### src/rtl/logic_gate_pipe.sv
// Two-stage pipelined bitwise gate unit: eight logic ops on WIDTH-bit operands,
// registered result with zero/ones/parity flags and a consumed-transaction counter.
module logic_gate_pipe #(
    parameter int WIDTH = 8,
    parameter int CNT_W = 16
) (
    input  logic             clk,
    input  logic             rst_n,
    input  logic             in_valid,
    output logic             in_ready,
    input  logic [WIDTH-1:0] a,
    input  logic [WIDTH-1:0] b,
    input  logic [2:0]       op,
    output logic             out_valid,
    input  logic             out_ready,
    output logic [WIDTH-1:0] y,
    output logic             flag_zero,
    output logic             flag_ones,
    output logic             flag_parity,
    output logic [CNT_W-1:0] txn_count
);

    // Handshake: a beat transfers on any rising edge where valid && ready are both
    // high; valid never depends on ready, and a stalled output holds its payload.
    logic             s1_valid;
    logic [WIDTH-1:0] s1_a;
    logic [WIDTH-1:0] s1_b;
    logic [2:0]       s1_op;
    logic             s1_adv;
    logic             accept;
    logic             consume;
    logic [WIDTH-1:0] res;

    assign s1_adv   = s1_valid && (!out_valid || out_ready);
    assign in_ready = !s1_valid || !out_valid || out_ready;
    assign accept   = in_valid && in_ready;
    assign consume  = out_valid && out_ready;

    always_comb begin
        res = '0;
        case (s1_op)
            3'd0: res = s1_a & s1_b;
            3'd1: res = s1_a | s1_b;
            3'd2: res = ~(s1_a & s1_b);
            3'd3: res = ~(s1_a | s1_b);
            3'd4: res = s1_a ^ s1_b;
            3'd5: res = ~(s1_a ^ s1_b);
            3'd6: res = ~s1_a;
            3'd7: res = s1_a;
        endcase
    end

    // Stage 1: operand capture
    always_ff @(posedge clk or negedge rst_n) begin
        if (!rst_n) begin
            s1_valid <= 1'b0;
            s1_a     <= '0;
            s1_b     <= '0;
            s1_op    <= '0;
        end else if (accept) begin
            s1_valid <= 1'b1;
            s1_a     <= a;
            s1_b     <= b;
            s1_op    <= op;
        end else if (s1_adv) begin
            s1_valid <= 1'b0;
        end
    end

    // Stage 2: flags are derived from the new result so they line up with y
    always_ff @(posedge clk or negedge rst_n) begin
        if (!rst_n) begin
            out_valid   <= 1'b0;
            y           <= '0;
            flag_zero   <= 1'b0;
            flag_ones   <= 1'b0;
            flag_parity <= 1'b0;
        end else if (s1_adv) begin
            out_valid   <= 1'b1;
            y           <= res;
            flag_zero   <= ~|res;
            flag_ones   <= &res;
            flag_parity <= ^res;
        end else if (consume) begin
            out_valid <= 1'b0;
        end
    end

    always_ff @(posedge clk or negedge rst_n) begin
        if (!rst_n) begin
            txn_count <= '0;
        end else if (consume) begin
            txn_count <= txn_count + CNT_W'(1);
        end
    end

endmodule

### config.mk
export PLATFORM = sky130hd
export DESIGN_NAME = logic_gate_pipe
export DESIGN_NICKNAME = d
export VERILOG_FILES = /design/src/rtl/logic_gate_pipe.sv
export SDC_FILE = /design/constraint.sdc
export NUM_CORES = 1
export LEC_CHECK = 0
export ABC_AREA = 1
export BUFFER_PORTS_ARGS = -buffer_cell sky130_fd_sc_hd__buf_2
export CORE_MARGIN = 5
export CORE_UTILIZATION = 57
export CTS_CLUSTER_SIZE = 14
export DETAILED_ROUTE_END_ITERATION = 8
export PLACE_DENSITY = 0.89
export SLEW_MARGIN = 10
export SYNTH_ARGS = -nofsm -noshare
export SYNTH_HDL_FRONTEND = slang
export SYNTH_SLANG_ARGS = --single-unit
### constraint.sdc
create_clock -name clk -period 2.5 [get_ports clk]
set_input_delay 0.375 -clock clk [delete_from_list [all_inputs] [get_ports clk]]
set_output_delay 0.375 -clock clk [all_outputs]
set_load 0.02 [all_outputs]
==> results.tsv <==
metric	value	unit
nets@finish	543	
Mapped Cells	443	
clock skew	0.00814	ns
Post-Route WL	7280	µm
min-delay worst type	in2reg	
First-pass DRT Iterations	5	
maximum VDD drop	0.000429	V
placed cell area	3560	µm²
vias in the first global route	2986	
# diodes	0	
Avg Cell Area, Syn	7.33	µm²
worst r2r dst	flag_parity$_DFFE_PN0P_	
initial antenna violation count	0	
Synth Net Count	491	
CTS sink count	48	
CTS tree	built	
CP max FO	15	
final antenna-violating net count	0	
mapped cell area	3250	µm²
layout cells sized above 1	0.164	
Final WS setup	0.274	ns
first-pass GRT wire length	13000	µm
cell total after placement	559	
r2r startpoint	s1_op[0]$_DFFE_PN0P_	
Worst-Skew Late Latency	0.31	ns
Tcrit/Tclk final	0.890	
initial drt markers	293	
Worst setup SP type	register	
Post CTS Setup Buffer Count	0	
sequential-to-total area share from yosys stat	0.370	
Crit path required time	2.69	ns
Core Rows	27	
slew margin rel.	0.763	
cell taking the most area after synthesis	dfrtp_1	
PortBufs	51	
pwr dens	809	nW/µm²
area grow syn2layout	12.9	%
synth warn	0	
CP endpoint kind	register	
Setup crit start	s1_op[0]$_DFFE_PN0P_	
die footprint	7310	µm²
Yosys reg bits	48	
Fmax	449	MHz
DRC viols	0	
# setup viols final	0	
arrival time worst endpoint	2.41	ns
pre-CTS setup slack	0.168	ns
core box area	5540	µm²
CTS H-tree depth	2	
synth top area cells	dfrtp_1, nand2_1, ha_1	
Final Non-Filler Cells	567	
Max Slew Vio Count	0	
CTS clk-pin slew, worst paths	0.09	ns
wire length per cell	12.8	µm
via count	3007	
Worst-Margin Slew	0.356	ns
Reg2Reg Depth	11	
total track usage	0.216	
top cell type's share of synthesized area	0.370	
maxcap violations	0	
Bufs on Longest Clock Path	2	
RSZ-0062 raised after global routing	false	
WHS Path Cells	3	
Chip Width	85.5	µm
Hold WS	0.302	ns
Final Critical Period	2.23	ns
GRT overflow	0	
Setup TNS	0	ns
die span in y	85.5	µm
# IOs	52	
count of different cell masters after synthesis	26	
Initial Util	0.586	
worst setup path class	reg2reg	
final design area excluding fillers	3670	µm²
Critical Path Sink	flag_parity$_DFFE_PN0P_	
P_leak	2.14	nW
HPWL Detailed	5430	µm
status	finished clean	
vias per inst	5.30	
pin count of the biggest net entering global routing	40	
CTS Buf Count	5	
gpl congestion	0.949	
Hold Vio Cnt, Final	0	
clk root buf	clkbuf_8	
r2r setup slk	0.27	ns
[registers in the layout, indices dropped and copies added (netlist names)]
| signal | flops |
|---|---|
| y | 8 |
| s1_a | 8 |
| s1_valid | 1 |
| s1_b | 8 |
| s1_op | 3 |
| txn_count | 16 |
| flag_ones | 1 |
| flag_parity | 1 |
| flag_zero | 1 |
| out_valid | 1 |
[worst min path at each step]
stage,from,slack (ns),to
2_1_floorplan,rst_n,0.08,flag_ones$_DFFE_PN0P_
3_3_place_gp,rst_n,0.29,s1_b[7]$_DFFE_PN0P_
6_report,a[3],0.30,s1_a[3]$_DFFE_PN0P_
5_1_grt,op[1],0.31,s1_op[1]$_DFFE_PN0P_
4_1_cts,a[3],0.30,s1_a[3]$_DFFE_PN0P_
3_5_place_dp,rst_n,0.29,s1_b[7]$_DFFE_PN0P_
[routing by layer]
layer  GRT usage  part of all wire  vias to the layer above
met2       0.367              0.49                      106
li1            -                 -                     1499
met1       0.278              0.44                     1389
met3      0.0403             0.059                       13
met5           0                 0                        -
met4      0.0691             0.017                        0
[cell families after synthesis]
logic type                 share of synthesized area
and+or+nand+nor                                0.351
buffers and inverters                          0.109
DFF                                            0.370
adders and majority gates                     0.0963
AOI/OAI and AO/OA                             0.0370
xor gates and xnor gates                      0.0377
[final cells by class]
type / count / area, µm²
clock buffers: 6 / 82.6
inverters: 67 / 254
flip-flops and latches: 48 / 1200
well taps: 72 / 90.1
repair buffers: 61 / 333
clock inverters: 1 / 8.76
fillers: 491 / 1870
multi-input cells: 312 / 1700
[Yosys cell counts (all sizes together)]
cell type and count:
ha 25, clkbuf 2, nor3 2, nand3 47, buf 14, xor2 8, dfrtp 48, a21oi 19
o21ai 5, and2 2, nand4 21, nor2 50, inv 67, nand2 119, nand3b 8, xnor2 6
[placed cells by master (no fill, tap or decap), types with 3 or more instances in the layout]
master	Yosys	layout
nand2_1	118	118
inv_1	63	63
nor2_1	45	45
xor2_1	8	8
nand4_1	21	21
dfrtp_1	48	46
o21ai_0	5	5
clkbuf_8	0	6
xnor2_1	6	6
ha_1	25	25
inv_2	3	3
a21oi_1	19	19
buf_2	10	51
nand3b_1	7	7
nand3_1	47	47
buf_4	1	9
[timing repair]
| action | 4_1_cts | 5_1_grt |
|---|---|---|
| gates resized for setup | 0 | 2 |
| hold buffers | 1 | 0 |
| setup endpoints to repair | 0 | 1 |
| hold endpoints to repair | 13 | 0 |
[worst max-delay path, cell delays in order, from the launching register on]
cell      delay, ns
dfrtp_2        0.54
inv_1          0.14
nor2_4         0.31
nand3b_1       0.15
nand2_1        0.08
nor2_1         0.04
nand2_1        0.07
nand2_1        0.07
ha_1           0.30
xnor2_1        0.19
xnor2_1        0.13
o21ai_0        0.08
[power breakdown]
part           switching, mW  internal (mW)
sequential             0.173          0.962
clock                  0.260          0.221
combinational          0.858          0.492
total                   1.29           1.68
[stage by stage]
| step | utilization | power (mW) |
|---|---|---|
| 6_report | 0.662 | 2.97 |
| 5_1_grt | 0.662 | 3.23 |
| 2_1_floorplan | - | 2.11 |
| 3_3_place_gp | 0.643 | 2.43 |
| 4_1_cts | 0.661 | 2.98 |
| 3_5_place_dp | 0.643 | 2.49 |
(Power assumes the default switching activity.)
